File: src/rtl/axi2ram_burst_agen.sv
// rtl/axi2ram_burst_agen.sv - expands latched AXI bursts into per-beat RAM commands
// Optional macro AXI2RAM_AGEN_ERR_EN adds the agen_err pulse for unsupported burst shapes.
module axi2ram_burst_agen #(
  parameter int C_AW     = 32,
  parameter int C_ID     = 16,
  parameter int C_RAM_AW = 15,
  parameter int C_RDW    = 128,
  localparam int RAM_BW  = $clog2(C_RDW / 8),
  localparam int AXW     = C_ID + C_AW + 8 + 3 + 2,
  localparam int CMW     = 1 + C_ID + C_RAM_AW + RAM_BW + 3
) (
  input  logic           aclk_s,
  input  logic           rst_n,
  input  logic [AXW-1:0] axch_info,
  input  logic           axch_empty,
  output logic           axch_pop,
  input  logic           ram_cmd_full,
  output logic           ram_cmd_push,
  output logic [CMW-1:0] ram_cmd_info
`ifdef AXI2RAM_AGEN_ERR_EN
  ,
  output logic           agen_err
`endif
);

  typedef enum logic {IDLE, BURST} state_e;

  state_e            state_q;
  logic [C_ID-1:0]   id_q;
  logic [C_AW-1:0]   cur_addr_q;
  logic [7:0]        len_q;
  logic [7:0]        cnt_q;
  logic [2:0]        size_q;
  logic [1:0]        burst_q;

  logic [C_ID-1:0]   in_id;
  logic [C_AW-1:0]   in_addr;
  logic [7:0]        in_len;
  logic [2:0]        in_size;
  logic [1:0]        in_burst;

  logic [2:0]        eff_size;
  logic [C_AW-1:0]   step;
  logic [C_AW-1:0]   aligned;
  logic [C_AW-1:0]   incr_addr;
  logic [C_AW-1:0]   wrap_mask;
  logic [C_AW-1:0]   addr_d;
  logic              wrap_en;
  logic              last;
  logic              push;
  logic              load;

  function automatic logic wrap_len_ok(input logic [7:0] len);
    return (len == 8'd1) || (len == 8'd3) || (len == 8'd7) || (len == 8'd15);
  endfunction

  assign {in_id, in_addr, in_len, in_size, in_burst} = axch_info;

  // Address stepping is decoded purely from the latched burst descriptor.
  always_comb begin
    eff_size  = (size_q > 3'(RAM_BW)) ? 3'(RAM_BW) : size_q;
    step      = C_AW'(1) << eff_size;
    aligned   = cur_addr_q & ~(step - C_AW'(1));
    incr_addr = aligned + step;
    wrap_en   = (burst_q == 2'b10) && wrap_len_ok(len_q);
    wrap_mask = ((C_AW'(len_q) + C_AW'(1)) << eff_size) - C_AW'(1);
    addr_d    = incr_addr;
    if (burst_q == 2'b00) begin
      addr_d = cur_addr_q;
    end else if (wrap_en) begin
      addr_d = (cur_addr_q & ~wrap_mask) | (incr_addr & wrap_mask);
    end
  end

  assign last = (cnt_q == len_q);
  assign push = (state_q == BURST) && !ram_cmd_full;
  // Pop either from IDLE or on the final beat push so bursts chain with no bubble.
  assign load = rst_n && !axch_empty && ((state_q == IDLE) || (push && last));

  assign axch_pop     = load;
  assign ram_cmd_push = push;
  assign ram_cmd_info = (state_q == BURST) ?
      {last, id_q, cur_addr_q[RAM_BW +: C_RAM_AW], cur_addr_q[RAM_BW-1:0], size_q} : '0;

  always_ff @(posedge aclk_s or negedge rst_n) begin
    if (!rst_n) begin
      state_q    <= IDLE;
      id_q       <= '0;
      cur_addr_q <= '0;
      len_q      <= '0;
      cnt_q      <= '0;
      size_q     <= '0;
      burst_q    <= '0;
    end else if (load) begin
      state_q    <= BURST;
      id_q       <= in_id;
      cur_addr_q <= in_addr;
      len_q      <= in_len;
      size_q     <= in_size;
      burst_q    <= in_burst;
      cnt_q      <= '0;
    end else if (push) begin
      if (last) begin
        state_q <= IDLE;
      end else begin
        cur_addr_q <= addr_d;
        cnt_q      <= cnt_q + 8'd1;
      end
    end
  end

`ifdef AXI2RAM_AGEN_ERR_EN
  assign agen_err = load && ((in_burst == 2'b11) ||
                             ((in_burst == 2'b10) && !wrap_len_ok(in_len)) ||
                             (in_size > 3'(RAM_BW)));
`endif

endmodule
File: config.mk
export PLATFORM = sky130hd
export DESIGN_NAME = axi2ram_burst_agen
export DESIGN_NICKNAME = d
export VERILOG_FILES = /design/src/rtl/axi2ram_burst_agen.sv
export SDC_FILE = /design/constraint.sdc
export NUM_CORES = 1
export LEC_CHECK = 0
export BUFFER_PORTS_ARGS = -buffer_cell sky130_fd_sc_hd__buf_4
export CORE_UTILIZATION = 25
export CTS_BUF_LIST = sky130_fd_sc_hd__clkbuf_4
export DETAILED_ROUTE_END_ITERATION = 7
export SYNTH_ARGS = -nofsm -noshare
export SYNTH_HDL_FRONTEND = slang
export SYNTH_SLANG_ARGS = --single-unit
File: constraint.sdc
create_clock -name aclk_s -period 8.1 [get_ports aclk_s]
set_clock_uncertainty 0.1 [all_clocks]
set_input_delay 1.62 -clock aclk_s [delete_from_list [all_inputs] [get_ports aclk_s]]
set_output_delay 1.62 -clock aclk_s [all_outputs]
set_load 0.01 [all_outputs]
==> metrics.cfg <==
[critical_path]
slowest_delay_ns = 0.58
crit_arrival_ns = 2.90
worstPathRequired_ns = 6.38
crit_path_max_fanout = 59
crit_type = primary input to output pin
cp_slowest_cell = buf_4
end_kind = output pin
crit_chain = buf_4 > nor2b_1 > nand2_2 > inv_2 > buf_4
crit_top_cell = buf_4
startpoint_type = primary input
path_buf_inv = 3
critPathTopFamily = buffers and inverters

[run]
drv_cap = 0

[cts]
postCtsSetupBuffers = 0
cts_tree = done
cts_root_buf = clkbuf_4
clk_latency_ns = 0.45
ctsResizeCount = 0
clk_pin_slew_ns = 0.12
ctsHoldBuffers = 0
numCtsBuffers = 9
ctsLongestPathBuffers = 2
cts_max_level = 3
cts.sinks = 57

[sta]
fin_crit_sh_pct = 57.1
tightest_slew_ns = 0.891
setup_ws_ns = 3.48
rsz0062_at_grt = no
fmax_ghz = 0.216
setup-tns-final_ns = 0
hold_viol_final = 0
finalCriticalPeriod_ns = 4.62
setup_violations = 0
slew_viol_final = 0
slew_headroom_pct = 40.6

[global_routing]
grt_usage_pct = 14.3
grt_pass1_wl_mm = 20.1
grt_max_degree = 64
overflow = 0
antenna_found_initial = 1
grt_pass1_vias = 3943

[power]
intPower_mw = 1.11
vdd_drop_max_mv = 0.152
p_leak_nw = 2.36
p_total_mw = 2.10
p_switching_uw = 994
seq_power_share_pct = 29.9
combPwrFrac_pct = 57.7
sw_frac_of_total_pct = 47.3
powerDensity_nw_per_um2 = 396
pwr-share-clk_pct = 12.4

[layout]
multi_input_area_um2 = 2670
area_delta_synth_final_pct = 23.6
seqCellArea_um2 = 1430
post-route-util_pct = 31.9
final_common_cell = nand2_1
stdcell_count = 849
layout-drive-gt1-share_pct = 21.7
nets = 696
layout_common_cells = 126 x nand2_1, 95 x buf_4, 57 x dfrtp_1
nFillCells = 1821

[place]
hpwl_mm = 8.63
preCtsSetupSlack_ns = 3.40
dp.cells = 832
portBuffers = 92
gp_congestion = 0.871

[synth]
syn_inst = 550
synth_ff_type = dfrtp_1
synth_warnings = 0
synth_edf_count = 0
ys_ff_latch = 57
netlist_area_um2 = 4290
avgSynthCellArea_um2 = 7.80
synth_nets = 623
ys_seq_area_share_pct = 33.3
synth_cell_types = 75
synthArstFlopShare_pct = 100

[route]
via_per_inst = 4.87
met2WireLength_mm = 5.53
wl_met1_mm = 5.64
via_count = 4137
drc = 0
routed.top_layer = met4
ant_nets = 0
wl_mm = 12.1
wl_per_cell_um = 14.3
dr_wl_met3_um = 738
first_iter_violations = 247
dr.pass1.iters = 7

[floorplanning]
die_area_um2 = 17700
io_pins = 106
core_area_um2 = 16600
num_rows = 47
die_h_um = 133
start_util_pct = 25.8
die_x_um = 133

[worst_hold_path]
hp-class = flop to flop

[run_status]
status = finished, final reports clean

-- cell usage after synthesis, drive strengths merged (8+ instances only) --
library cell  instances  area (um^2)
xnor2                18          158
dfrtp                57         1430
inv                   9         33.8
nand2               128          483
ha                    8          100
nand3                20          100
o21ai                29          149
nor2b                12         75.1
a21oi                36          184
and2                 43          272
nor2                 28          105
nand4                12         81.3
clkbuf               18         68.8
xor2                 11         96.3
buf                  15         82.6
-- worst paths after layout --
check	slack (ns)	cells after the start	start	end
max	3.48	5	rst_n	axch_pop
min	0.38	2	id_q[10]$_DFFE_PN0P_	id_q[10]$_DFFE_PN0P_
max reg2reg	4.31	9	len_q[0]$_DFFE_PN0P_	flop
min reg2reg	0.38	2	id_q[10]$_DFFE_PN0P_	id_q[10]$_DFFE_PN0P_
max in group asynchronous	6.22	1	rst_n	len_q[6]$_DFFE_PN0P_
min in group asynchronous	1.11	1	rst_n	size_q[0]$_DFFE_PN0P_
-- layer usage --
layer  GRT usage, %  vias to the layer above
met3           4.10                       17
met2           22.4                      105
met5              0                        -
met4           5.11                        0
met1           18.7                     1941
li1               -                     2074
-- power groups by stage --
| stage | Clock (mW) | Combinational, mW | Sequential (mW) |
|---|---|---|---|
| 4_1_cts | 0.271 | 1.22 | 0.628 |
| 3_5_place_dp | 0 | 1.21 | 0.633 |
| 5_1_grt | 0.282 | 1.35 | 0.660 |
| 2_1_floorplan | 0 | 0.947 | 0.508 |
| 6_report | 0.259 | 1.21 | 0.629 |
| 3_3_place_gp | 0 | 1.20 | 0.632 |
-- kinds of logic after synthesis --
family          Yosys count  synth area share (%)
fa+ha+maj                 8                  2.33
compound gates          127                  20.8
buf+inv                  44                  4.49
flops                    57                  33.3
mux                       5                  1.25
simple gates            278                  31.8
other cells               2                 0.175
xor+xnor                 29                  5.92
-- layout make-up --
cell class                 count  area share, %
antenna                        1         0.0472
multi-input combinational    449           50.4
tap                          220           5.19
sequential                    57           26.9
inverter                      11          0.779
timing repair buffer          95           13.5
clock inverter                 7           1.94
clock buffer                   9           1.27
-- worst reg2reg max path, stage by stage (launching register included) --
cell and delay [ns]:
dfrtp_1 0.76, ha_1 0.46, nand3_1 0.14, xor2_1 0.38, o31ai_1 0.12, a211oi_1 0.31, a32oi_2 0.22, o32ai_2 0.83
a31oi_1 0.18, o221ai_1 0.19
-- metrics by stage --
stage | hold WS (ns) | area (um^2)
after global placement | 0.352 | 5130
after floorplan | 0.338 | 4290
after global routing | 0.407 | 5300
final | 0.378 | 5300
after CTS | 0.386 | 5300
after detailed placement | 0.355 | 5130
Power figures use the tool's default switching activity.
